===== src/rtl/phy_lanes_p_if.sv =====
// Parallel-side bus of phy_lanes_p: tx word handshake plus rx word delivery.
// The PHY connects through the slave modport, the user logic through master.
interface phy_lanes_p_if #(
    parameter int DATA_W = 32
);
    logic              valid_in;
    logic [DATA_W-1:0] Data_in;
    logic              ready_out;
    logic              valid_out_c;
    logic [DATA_W-1:0] Data_out_c;
    logic              rx_active;

    modport master (
        output valid_in, Data_in,
        input  ready_out, valid_out_c, Data_out_c, rx_active
    );

    modport slave (
        input  valid_in, Data_in,
        output ready_out, valid_out_c, Data_out_c, rx_active
    );
endinterface


===== src/rtl/phy_lanes_p.sv =====
// phy_lanes_p: multi-lane serializer/deserializer with IDLE-based word lock.
// Tx splits each DATA_W word over LANES serial lanes (BITS = DATA_W/LANES
// bits per lane, MSB first); empty slots carry the IDLE pattern 0xBC...BC.
// Rx shifts every lane each edge, hunts for IDLE to find the word phase,
// confirms SYNC_N aligned IDLE words, then delivers every non-IDLE word.
// Optional feature: define PHY_LOOPBACK_EN to feed rx from the tx lane
// registers instead of Data_in_lanes.
module phy_lanes_p #(
    parameter int DATA_W = 32,
    parameter int LANES  = 2,
    parameter int SYNC_N = 4     // 1..15, fits the 4-bit idle counter
) (
    input  logic              clk_32f,
    input  logic              reset,
    phy_lanes_p_if.slave      bus,
    output logic [LANES-1:0]  Data_out_lanes,
    input  logic [LANES-1:0]  Data_in_lanes
);
    localparam int                BITS = DATA_W / LANES;
    localparam int                CW   = $clog2(BITS);
    localparam logic [CW-1:0]     LAST = CW'(BITS - 1);
    localparam logic [DATA_W-1:0] IDLE = {(DATA_W / 8){8'hBC}};

    typedef enum logic [1:0] {SYNC, ALIGN, ACTIVE} rx_state_e;

    // ---------------------------------------------------------------- tx
    logic [CW-1:0]              tx_cnt_q;
    logic [LANES-1:0][BITS-1:0] tx_sh_q;
    logic                       tx_load;
    logic [DATA_W-1:0]          tx_word;

    // The last slot position is the only edge where a new word is loaded.
    assign tx_load       = (tx_cnt_q == LAST);
    assign bus.ready_out = tx_load;
    assign tx_word       = (bus.valid_in && tx_load) ? bus.Data_in : IDLE;

    // Slot counter and per-lane shift registers; lane k gets word[k*BITS +: BITS].
    // NOTE: sequential state uses non-blocking (<=) so every flop samples
    // pre-edge values regardless of statement order.
    always_ff @(posedge clk_32f or negedge reset) begin
        if (!reset) begin
            tx_cnt_q <= '0;
            tx_sh_q  <= '0;
        end else begin
            tx_cnt_q <= tx_load ? '0 : tx_cnt_q + 1'b1;
            if (tx_load) begin
                tx_sh_q <= tx_word;
            end else begin
                for (int k = 0; k < LANES; k++) begin
                    tx_sh_q[k] <= {tx_sh_q[k][BITS-2:0], 1'b0};
                end
            end
        end
    end

    // Each lane pin is the MSB flop of its shift register, so no glitches.
    for (genvar k = 0; k < LANES; k++) begin : g_lane
        assign Data_out_lanes[k] = tx_sh_q[k][BITS-1];
    end

    // ---------------------------------------------------------------- rx
    logic [LANES-1:0] rx_lanes;

`ifdef PHY_LOOPBACK_EN
    logic unused_rx_in;
    assign rx_lanes     = Data_out_lanes;
    assign unused_rx_in = ^Data_in_lanes;
`else
    assign rx_lanes = Data_in_lanes;
`endif

    logic [LANES-1:0][BITS-1:0] rx_sh_q;
    logic [DATA_W-1:0]          rx_word;
    logic                       rx_idle;

    assign rx_word = rx_sh_q;
    assign rx_idle = (rx_word == IDLE);

    // Deserializer: every lane shifts in one bit per edge, oldest bit ends up at the MSB.
    // NOTE: these shift registers are reset on purpose so a reset mid-word
    // cannot leave stale bits that later assemble into a partial word.
    always_ff @(posedge clk_32f or negedge reset) begin
        if (!reset) begin
            rx_sh_q <= '0;
        end else begin
            for (int k = 0; k < LANES; k++) begin
                rx_sh_q[k] <= {rx_sh_q[k][BITS-2:0], rx_lanes[k]};
            end
        end
    end

    rx_state_e         state_q, state_d;
    logic [CW-1:0]     phase_q, phase_d;
    logic [3:0]        idle_cnt_q, idle_cnt_d;
    logic              valid_q, valid_d;
    logic [DATA_W-1:0] dout_q, dout_d;
    logic              boundary;

    // phase_q == LAST means the shift registers hold a complete aligned word.
    assign boundary = (phase_q == LAST);

    // Lock FSM next state: hunt any-phase in SYNC, then judge whole words only.
    // NOTE: every output of this block gets a default first, so no path can
    // leave a variable unassigned and infer a latch.
    always_comb begin
        state_d    = state_q;
        phase_d    = boundary ? '0 : phase_q + 1'b1;
        idle_cnt_d = idle_cnt_q;
        valid_d    = 1'b0;
        dout_d     = dout_q;
        unique case (state_q)
            SYNC: begin
                if (rx_idle) begin
                    phase_d    = '0;
                    idle_cnt_d = 4'd1;
                    state_d    = (SYNC_N == 1) ? ACTIVE : ALIGN;
                end
            end
            ALIGN: begin
                if (boundary) begin
                    if (rx_idle) begin
                        idle_cnt_d = idle_cnt_q + 4'd1;
                        if (idle_cnt_d == 4'(SYNC_N)) begin
                            state_d = ACTIVE;
                        end
                    end else begin
                        idle_cnt_d = '0;
                        state_d    = SYNC;
                    end
                end
            end
            ACTIVE: begin
                // A data word equal to IDLE is indistinguishable and is dropped.
                if (boundary && !rx_idle) begin
                    valid_d = 1'b1;
                    dout_d  = rx_word;
                end
            end
            default: state_d = SYNC;
        endcase
    end

    // Lock FSM registers and the registered rx word outputs.
    always_ff @(posedge clk_32f or negedge reset) begin
        if (!reset) begin
            state_q    <= SYNC;
            phase_q    <= '0;
            idle_cnt_q <= '0;
            valid_q    <= 1'b0;
            dout_q     <= '0;
        end else begin
            state_q    <= state_d;
            phase_q    <= phase_d;
            idle_cnt_q <= idle_cnt_d;
            valid_q    <= valid_d;
            dout_q     <= dout_d;
        end
    end

    assign bus.valid_out_c = valid_q;
    assign bus.Data_out_c  = dout_q;
    assign bus.rx_active   = (state_q == ACTIVE);
endmodule


===== src/flat_wrapper.sv =====
// flat-port wrapper written by rule: the top's interface ports become plain ports
module phy_lanes_p_flat 
#(
    parameter int DATA_W = 32,
    parameter int LANES  = 2,
    parameter int SYNC_N = 4                                          
)
  (clk_32f, reset, Data_out_lanes, Data_in_lanes, bus_valid_in, bus_Data_in, bus_ready_out, bus_valid_out_c, bus_Data_out_c, bus_rx_active);
  phy_lanes_p_if #(.DATA_W(DATA_W)) bus_i ();
  input  logic clk_32f;
  input  logic reset;
  output logic [LANES-1:0] Data_out_lanes;
  input  logic [LANES-1:0] Data_in_lanes;
  input wire logic [$bits(bus_i.valid_in)-1:0] bus_valid_in;
  input wire logic [$bits(bus_i.Data_in)-1:0] bus_Data_in;
  output wire logic [$bits(bus_i.ready_out)-1:0] bus_ready_out;
  output wire logic [$bits(bus_i.valid_out_c)-1:0] bus_valid_out_c;
  output wire logic [$bits(bus_i.Data_out_c)-1:0] bus_Data_out_c;
  output wire logic [$bits(bus_i.rx_active)-1:0] bus_rx_active;
  assign bus_i.valid_in = bus_valid_in;
  assign bus_i.Data_in = bus_Data_in;
  assign bus_ready_out = bus_i.ready_out;
  assign bus_valid_out_c = bus_i.valid_out_c;
  assign bus_Data_out_c = bus_i.Data_out_c;
  assign bus_rx_active = bus_i.rx_active;
  phy_lanes_p #(.DATA_W(DATA_W), .LANES(LANES), .SYNC_N(SYNC_N)) u_core (.clk_32f(clk_32f), .reset(reset), .bus(bus_i), .Data_out_lanes(Data_out_lanes), .Data_in_lanes(Data_in_lanes));
endmodule

===== config.mk =====
export PLATFORM = sky130hd
export DESIGN_NAME = phy_lanes_p_flat
export DESIGN_NICKNAME = d
export VERILOG_FILES = /design/src/rtl/phy_lanes_p_if.sv /design/src/rtl/phy_lanes_p.sv /design/src/flat_wrapper.sv
export SDC_FILE = /design/constraint.sdc
export NUM_CORES = 1
export LEC_CHECK = 0
export ABC_AREA = 1
export BUFFER_PORTS_ARGS = -buffer_cell sky130_fd_sc_hd__clkbuf_2
export CAP_MARGIN = 15
export CORE_ASPECT_RATIO = 0.5
export CORE_MARGIN = 5
export CORE_UTILIZATION = 35
export CTS_BUF_LIST = sky130_fd_sc_hd__clkbuf_8
export DETAILED_ROUTE_END_ITERATION = 6
export SLEW_MARGIN = 20
export SYNTH_ARGS = -nofsm -noshare
export SYNTH_HDL_FRONTEND = slang
export SYNTH_SLANG_ARGS = --single-unit

===== constraint.sdc =====
create_clock -name clk_32f -period 1.6 [get_ports clk_32f]
set_input_delay 0.24 -clock clk_32f [delete_from_list [all_inputs] [get_ports clk_32f]]
set_output_delay 0.24 -clock clk_32f [all_outputs]
set_load 0.03 [all_outputs]

# Word level (Yosys, flattened, before mapping)
# Index checks and enable logic that the tools add are counted.
[classes]
n_addsub = 3
n_eq_ne = 9
n_mux = 17
n_bitwise = 1
reduce_logical = 8
[ops]
columns = ["operator", "count"]
rows = [
  ["2-to-1 mux 32 bit", 2],
  ["equality test 32 bit (second input constant)", 1],
  ["2-to-1 mux 4 bit", 7],
  ["adder 4 x 1 -> 4 bit (second input constant)", 3],
  ["equality test 4 bit (second input constant)", 2],
  ["2-to-1 mux 2 bit", 4],
  ["case mux 4 bit (2 select lines)", 1],
  ["case mux 2 bit (3 select lines)", 1],
  ["equality test 4 x 3 -> 1 bit (second input constant)", 1],
  ["inequality test 2 x 1 -> 1 bit (second input constant)", 2],
  ["AND reduction 4 bit", 1],
  ["inequality test 3 bit (second input constant)", 1],
  ["AND reduction 3 bit", 1],
  ["equality test 2 x 1 -> 1 bit (second input constant)", 1],
  ["equality test 2 bit (second input constant)", 1],
  ["logical AND 1 bit", 2],
  ["zero test 2 bit", 1],
  ["2-to-1 mux 1 bit", 2],
  ["AND reduction 2 bit", 1],
  ["nonzero test 2 bit", 1],
  ["zero test 1 bit", 1],
  ["NOT 1 bit", 1],
]
[word_totals]
ff_bits = 111
in_bits = 37
out_inout_bits = 37
elab_cells = 48

# Depth between registers and ports, before layout
# Gate-level depths: netlist (run 1).
[depth]
word_depth = 6
ltp_mapped = 11
ltp_nobuf = 11

# Worst setup path before layout (run 1)
# OpenSTA, ideal clock, no wires.
[synth_path]
path_type = "register to register"
start = "register u_core.state_q[0]"
end = "register u_core.dout_q[14], in the netlist u_core.bus.Data_out_c[14]"
setup_ns = 0.126
arrival_ns = 1.444
t_required_ns = 1.474
setup_slack_ns = 0.030
stages_incl_launch_ff = 6
n_path_buf = 1
period_less_slack_ns = 1.570
path_cell_list = "dfrtp_1 -> nor2_1 -> nand3_4 -> buf_4 -> nand2_1 -> o21ai_0"
[synth_between]
elab_chain_len = 2
[synth_rtl]
columns = ["item", "line_no", "text"]
rows = [
  ["start: declaration", "phy_lanes_p.sv:92", "rx_state_e state_q, state_d;"],
  ["start signal: assignment", "phy_lanes_p.sv:152", "state_q <= state_d;"],
  ["equality test 2 bit", "n/a", ""],
  ["via bus_rx_active", "flat_wrapper.sv:19", "output wire logic [$bits(bus_i.rx_active)-1:0] bus_rx_active;"],
  ["AND reduction 2 bit (no source line)", "n/a", ""],
  ["end signal: assignment", "phy_lanes_p.sv:156", "dout_q <= dout_d;"],
  ["end: declaration", "phy_lanes_p.sv:96", "logic [DATA_W-1:0] dout_q, dout_d;"],
]
# The timed path passes the listed nets, and every way through them passes these cells.
# A chain may end at the register's enable or synchronous reset.

# Final worst setup path (run 1)
[layout_path]
start = "register u_core.tx_cnt_q[1]"
end = "output bus_ready_out"
[layout_between]
elab_chain_len = 1
[layout_rtl]
columns = ["item", "line_no", "text"]
rows = [
  ["start: declaration", "phy_lanes_p.sv:27", "logic [CW-1:0] tx_cnt_q;"],
  ["start signal: assignment", "phy_lanes_p.sv:45", "tx_cnt_q <= tx_load ? '0 : tx_cnt_q + 1'b1;"],
  ["equality test 4 bit", "phy_lanes_p.sv:33", "assign tx_load = (tx_cnt_q == LAST);"],
  ["end: declaration", "flat_wrapper.sv:16", "output wire logic [$bits(bus_i.ready_out)-1:0] bus_ready_out;"],
]
# No other way between the ends.

==> impl_metrics.yaml, run 1 <==
outcome:
  status: "finished clean"
synth:
  netlist_instances: 380
  synth_top_family_by_area: "simple AND/OR/NAND/NOR gates"
  synthesis.yosys.warnings: 0
  synth_area_per_cell_um2: 10.69
  syn_area_um2: 4063
  yosys.area_share.simple: 0.1808
  post_synth_xor_area_fraction: 0.006468
  synthMuxAreaShare: 0
  synth-compound-area-share: 0.06652
  synth-adder-area-share: 0.01232
  ys_types: 24
  mappedNetlistNets: 421
  sequential_share_of_the_synthesized_area: 0.6837
  postSynthRegisterBits: 111
finish:
  ant_diodes: 0
  post-route-cell-area_um2: 5152
  post_route_cells_drive_above_1_share: 0.2848
  fill_count: 1058
  nNetsFinal: 517
  layout-area-overhead-vs-synth_pct: 26.82
route:
  routed-via-count: 2777
  post_drt_via_cell_ratio: 4.339
  drt-pass1-iter-count: 4
  drcViolationCount: 0
  drt-initial-drc-count: 151
  route.detailed.wl_per_inst_um: 12.76
  wirelength_um: 8169
  route.antenna.remaining_nets: 0
critical_path:
  critPathTopFamily: "flip-flops"
  sum_of_buffers_and_inverters_on_the_critical_path: 2
  crit_slowest_cell: "sky130_fd_sc_hd__dfrtp_1"
  largest_fanout_on_the_critical_path: 2
  worstPathCellList: "ha_4 -> nand2_4 -> nor2_4 -> buf_6 -> buf_8"
  critical_path.startpoint_type: "register"
  reg2reg_from: "u_core.rx_sh_q[17]"
  crit_start: "u_core.tx_cnt_q[1]"
  end_kind: "output port"
  timing.critical_path.required_ps: 1360
  cp_data_arrival_time_ps: 1350
  critical_path.max_stage_delay_ps: 420
  critPathKind: "reg2out"
die:
  design.portCount: 74
  die-height_um: 86.19
  floorplan.initialDensity: 0.3633
  placementRows: 27
  floorplan.die.width_um: 162.4
  core_area_um2: 11180
  design.die.area_um2: 13990
sta:
  fmaxAchievable_mhz: 628.9
  final.setup.worst_slack_ps: 10.03
  report.final.setup_viol: 0
  max_slew.worst_pin.slew_ps: 366.7
  skew_ps: 21.84
  max-slew-margin-rel: 0.7547
  layout_min_cycle_time_ps: 1590
  grt_setup_unrepaired: "yes"
  fin_tns_setup_ps: 0
  timing_max_transition_violations_final: 0
  whs_ps: 33.48
  layout_worst_path_cycle_share: 0.9937
  final-hold-violation-count: 0
power:
  ir_worst_vdd_mv: 0.4493
  static-leakage-power_nw: 2.687
  powerDensity_nw_per_um2: 948.7
cts:
  max-clock-path-buffers: 2
  clock_tree_root_buffer_cell: "sky130_fd_sc_hd__clkbuf_8"
  cts_made_buffers: 9
  clk_transition_reported_paths_ps: 110
  clock_insertion_delay_at_the_later_pin_of_the_skew_report_ps: 390
  tritoncts_clock_tree: "built"
  cts_max_level: 3
  cts_num_sinks: 111
place:
  dpl_cell_area_um2: 4671
  place.gp.congestion: 0.7468
  port_buffers: 73
  place.detailed.hpwl_um: 5407
  dpl_worst_slack_ps: 44.77
global_route:
  grt_pass1_vias: 2869
  grt_max_degree: 38
  grt_pass1_wl_um: 13960
  grt_usage: 0.1234
  globalRoute.totalOverflow: 0
  antenna_found_initial: 0
flow_run:
  maxCapViolCount: 0
worst_hold_path:
  tightest_hold_check_type: "in2reg"
  timing.hold.worst.start: "bus_Data_in[16]"
repair_timing:
item	in CTS	in global routing
cloned	0	3
buffers inserted	3	6
endpoints found under the hold margin	46	0
pin swaps	1	8
hold buffers	3	0
setup endpoints to repair	2	49
gates resized for setup	7	35
metrics by stage:
step,util,power [mW],instances
4_1_cts,0.4439,4.959,631
6_report,0.4608,4.888,640
3_5_place_dp,0.4177,3.168,609
2_1_floorplan,-,3.030,380
3_3_place_gp,0.4177,3.167,609
5_1_grt,0.4608,5.114,640
cell families after synthesis:
| kind of cell | Yosys count |
|---|---|
| buffers and inverters | 44 |
| AO/OA/AOI/OAI | 39 |
| AND/OR/NAND/NOR | 179 |
| flip-flops | 111 |
| XOR/XNOR | 3 |
| adder cells (fa/ha/maj) | 4 |
cell usage after synthesis (all sizes together):
cell type  number  area, um^2
clkinv          1       3.750
ha              4       50.05
clkbuf          3       11.26
xor2            1       8.760
o21ai          18       90.08
nand3b          1       7.510
inv            29       108.9
or2             1       6.260
buf            11       80.08
dfrtp         111        2778
a21oi           1       5.000
xnor2           2       17.52
nand3          21       117.6
o22a           20       175.2
nor2           20       90.09
nand2         136       513.0
final timing paths:
path,slack (ps),end,cells after the start
max in group asynchronous,830,u_core.bus.Data_out_c[20],3
worst min register to register,380,u_core.rx_sh_q[17],0
worst max-delay path,10,bus_ready_out,5
worst max register to register,80,u_core.bus.Data_out_c[9],10
min in group asynchronous,270,u_core.tx_sh_q[17],2
worst min-delay path,30,u_core.tx_sh_q[16],3
final cells by class:
cell class	count	area (um^2)	share of cell area
Timing Repair Buffer	99	675.6	0.1311
Multi-Input combinational cell	225	1165	0.2261
Sequential cell	111	2778	0.5391
Inverter	30	120.1	0.02331
Clock inverter	7	91.34	0.01773
Tap cell	159	198.9	0.03861
Clock buffer	9	123.9	0.02404
registers in the layout (all words and copies together) (netlist names):
name	count
u_core.phase_q	4
u_core.Data_out_lanes	2
u_core.idle_cnt_q	4
u_core.bus.Data_out_c	32
u_core.rx_sh_q	32
u_core.tx_cnt_q	4
u_core.state_q	2
u_core.tx_sh_q	30
u_core.bus.valid_out_c	1
placed cells by master (no fill, tap or decap), types with 3 or more instances in the layout:
master                            n
sky130_fd_sc_hd__nor2_4           5
sky130_fd_sc_hd__clkbuf_8         9
sky130_fd_sc_hd__dfrtp_1        111
sky130_fd_sc_hd__o21ai_0          8
sky130_fd_sc_hd__inv_2            4
sky130_fd_sc_hd__inv_8            4
sky130_fd_sc_hd__dlygate4sd3_1    3
sky130_fd_sc_hd__nand3_1         19
sky130_fd_sc_hd__buf_12           4
sky130_fd_sc_hd__o22a_1          20
sky130_fd_sc_hd__inv_1           24
sky130_fd_sc_hd__clkbuf_2        70
sky130_fd_sc_hd__o21ai_1         10
sky130_fd_sc_hd__ha_1             3
sky130_fd_sc_hd__buf_4           16
sky130_fd_sc_hd__nand2_1        127
sky130_fd_sc_hd__nand2_2          7
sky130_fd_sc_hd__nor2_1          14
routing by layer:
metal / track usage / vias to the layer above / part of all wire
li1: - / 1398 / -
met2: 0.1955 / 60 / 0.47
met5: 0 / - / 0
met4: 0.03223 / 0 / 0.0093
met3: 0.04418 / 6 / 0.050
met1: 0.1631 / 1313 / 0.47
power by group:
group | switching, mW | internal, mW
Sequential | 0.0392 | 2.88
Clock | 1.11 | 0.653
Combinational | 0.108 | 0.0921
Total | 1.26 | 3.63
worst register-to-register path: cells and delay by family, from the launching register on:
family | cells | cell delay, ps
simple gates | 7 | 720
buf+inv | 2 | 260
compound gates | 1 | 70
flops | 1 | 400
Note: power is estimated with default switching activity, not from simulation.
==> run 2, diff against run 1 <==
--- a/config.mk
+++ b/config.mk
@@ -5,7 +5,6 @@
 export SDC_FILE = /design/constraint.sdc
 export NUM_CORES = 1
 export LEC_CHECK = 0
-export ABC_AREA = 1
 export BUFFER_PORTS_ARGS = -buffer_cell sky130_fd_sc_hd__clkbuf_2
 export CAP_MARGIN = 15
 export CORE_ASPECT_RATIO = 0.5
==> impl_metrics.yaml, run 2 <==
outcome:
  status: "complete, but fails checks"
  violations: "setup timing"
power:
  comb_power_share: 0.053
  internal_cell_power_mw: 3.718
  ir_worst_vdd_mv: 0.4506
  total_power_mw: 4.795
  netSwitchingFraction: 0.2246
  powerDensity_nw_per_um2: 851.4
  netSwitchingPower_mw: 1.077
  seq_power_share: 0.608
  clock_power_share: 0.339
  static-leakage-power_nw: 2.852
global_route:
  grt_pass1_wl_um: 14220
  met2_track_utilization_from_global_routing: 0.1929
  grt-busiest-layer: "met2"
  grt_max_degree: 65
  globalRouteMet1Util: 0.1604
  gr-usage-met3: 0.03843
  grt_pass1_vias: 2933
  antenna_found_initial: 0
  grt_usage: 0.1199
  globalRoute.totalOverflow: 0
sta:
  final.setup.worst_slack_ps: -110.7
  layout_worst_path_cycle_share: 1.069
  fin_tns_setup_ps: -3052
  fmaxAchievable_mhz: 584.5
  layout_min_cycle_time_ps: 1711
  report.final.setup_viol: 32
  final-hold-violation-count: 0
  max_slew.worst_pin.slew_ps: 580.5
  skew_ps: 9.237
  grt_setup_unrepaired: "yes"
  timing_max_transition_violations_final: 0
  max-slew-margin-rel: 0.6130
cts:
  cts_made_buffers: 9
  clk_transition_reported_paths_ps: 100
  cts_num_sinks: 111
  clock_insertion_delay_at_the_later_pin_of_the_skew_report_ps: 370
  tritoncts_clock_tree: "built"
  clock_tree_root_buffer_cell: "sky130_fd_sc_hd__clkbuf_8"
  cts_max_level: 3
  max-clock-path-buffers: 2
synth:
  synthArstFlopShare: 1.000
  netlist_instances: 335
  synth_area_per_cell_um2: 13.02
  ys_types: 45
  sequential_share_of_the_synthesized_area: 0.6367
  yosys-top-cells-count: "sky130_fd_sc_hd__dfrtp_1, sky130_fd_sc_hd__nand2_1, sky130_fd_sc_hd__mux2_4"
  yosysTopAreaCellShare: 0.6367
  synth_most_common_cell: "sky130_fd_sc_hd__dfrtp_1"
  synth_ff_type: "sky130_fd_sc_hd__dfrtp_1"
  netlist.top_cell.by_area: "sky130_fd_sc_hd__dfrtp_1"
  netlist_top_cells_area: "sky130_fd_sc_hd__dfrtp_1, sky130_fd_sc_hd__mux2_4, sky130_fd_sc_hd__a31oi_1"
  synth_enable_flop_cells: 0
  mappedNetlistNets: 376
  synthesis.yosys.warnings: 0
  syn_area_um2: 4363
  postSynthRegisterBits: 111
critical_path:
  cp_data_arrival_time_ps: 1970
  critical_path.startpoint_type: "register"
  end_kind: "register"
  critPathKind: "reg2reg"
  timing.critical_path.required_ps: 1860
  largest_fanout_on_the_critical_path: 17
die:
  design.die.area_um2: 14930
  placementRows: 28
  die-height_um: 88.95
  floorplan.die.width_um: 167.9
  core_area_um2: 12020
  floorplan.initialDensity: 0.3631
  design.portCount: 74
route:
  post_drt_via_cell_ratio: 4.461
  route.antenna.remaining_nets: 0
  wirelength_um: 8549
  drt-pass1-iter-count: 4
  routed-via-count: 2815
  drt-initial-drc-count: 74
  drcViolationCount: 0
  route.detailed.wl_per_inst_um: 13.55
worst_hold_path:
  tightest_hold_check_type: "in2reg"
place:
  dpl_cell_area_um2: 5258
  place.detailed.hpwl_um: 5923
  dpl_worst_slack_ps: -193.3
  port_buffers: 73
  placed_cells_incl_taps: 606
  place.gp.congestion: 0.7455
finish:
  finalNonFillerCells: 631
  post_route_cells_drive_above_1_share: 0.4335
  layout_commonest_cell: "sky130_fd_sc_hd__dfrtp_1"
  ant_diodes: 0
  nNetsFinal: 503
  post-route-cell-area_um2: 5632
  layout_common_cells: "sky130_fd_sc_hd__dfrtp_1, sky130_fd_sc_hd__clkbuf_2, sky130_fd_sc_hd__buf_4"
  layout-area-overhead-vs-synth_pct: 29.08
flow_run:
  maxCapViolCount: 0
[run 2: final timing paths]
path                                     from                        to  slack, ps  depth (start not counted)
hold / removal                 bus_Data_in[5]         u_core.tx_sh_q[5]         90                          3
max in group asynchronous               reset  u_core.bus.Data_out_c[6]        740                          3
setup reg to reg           u_core.rx_sh_q[11]  u_core.bus.Data_out_c[0]       -110                          5
hold reg to reg             u_core.rx_sh_q[8]         u_core.rx_sh_q[9]        410                          0
setup / recovery           u_core.rx_sh_q[11]  u_core.bus.Data_out_c[0]       -110                          5
min in group asynchronous               reset         u_core.phase_q[2]        270                          2
[run 2: routing by layer]
layer / share of wire / up-vias / wire length (um)
li1: - / 1399 / -
met1: 0.49 / 1360 / 4157
met2: 0.46 / 50 / 3936
met3: 0.044 / 6 / 380
met4: 0.0088 / 0 / 75
met5: 0 / - / 0
[run 2: stage by stage]
stage | hold WS (ps) | util
finish | 85.61 | 0.4687
global route | 61.77 | 0.4687
floorplan | -55.59 | -
global placement | 115.1 | 0.4375
CTS | 65.98 | 0.4619
detailed placement | 117.1 | 0.4375
[run 2: worst max-delay path, stage by stage (launching register included)]
cell and delay, ps:
sky130_fd_sc_hd__dfrtp_1 380, sky130_fd_sc_hd__and4bb_1 230, sky130_fd_sc_hd__and4_4 190, sky130_fd_sc_hd__a21oi_4 230, sky130_fd_sc_hd__buf_12 210, sky130_fd_sc_hd__mux2_2 340
[run 2: area by class of cell]
class	instances	area [um^2]
Multi-Input combinational cell	182	1473
Tap cell	165	206.4
Clock inverter	6	62.56
Inverter	23	86.33
Sequential cell	111	2779
Fill cell	1118	6385
Clock buffer	9	123.9
Timing Repair Buffer	135	900.9
[run 2: power groups by stage]
stage               Sequential (mW)  Combinational (mW)  Clock [mW]
finish                         2.91               0.255        1.63
global route                   2.93               0.294        1.78
CTS                            2.92               0.264        1.68
detailed placement             2.97               0.252           0
global placement               2.97               0.252           0
floorplan                      2.97              0.0687           0
[run 2: cell families (layout without fill, tap and decap cells)]
family | count (synthesis) | after routing | synth area share
DFF | 111 | 111 | 0.6366
adders and majority gates | 4 | 4 | 0.01147
muxes | 32 | 32 | 0.1075
xor gates and xnor gates | 2 | 2 | 0.004016
AOI/OAI and AO/OA | 45 | 45 | 0.06940
and+or+nand+nor | 99 | 99 | 0.1184
buffers and inverters | 42 | 173 | 0.05248
[run 2: timing repair]
action	in CTS	in global routing
setup buffers	6	2
endpoints found under the setup margin	36	44
gates resized for setup	8	18
hold endpoints to repair	49	0
hold buffers	3	0
pin swaps	7	9
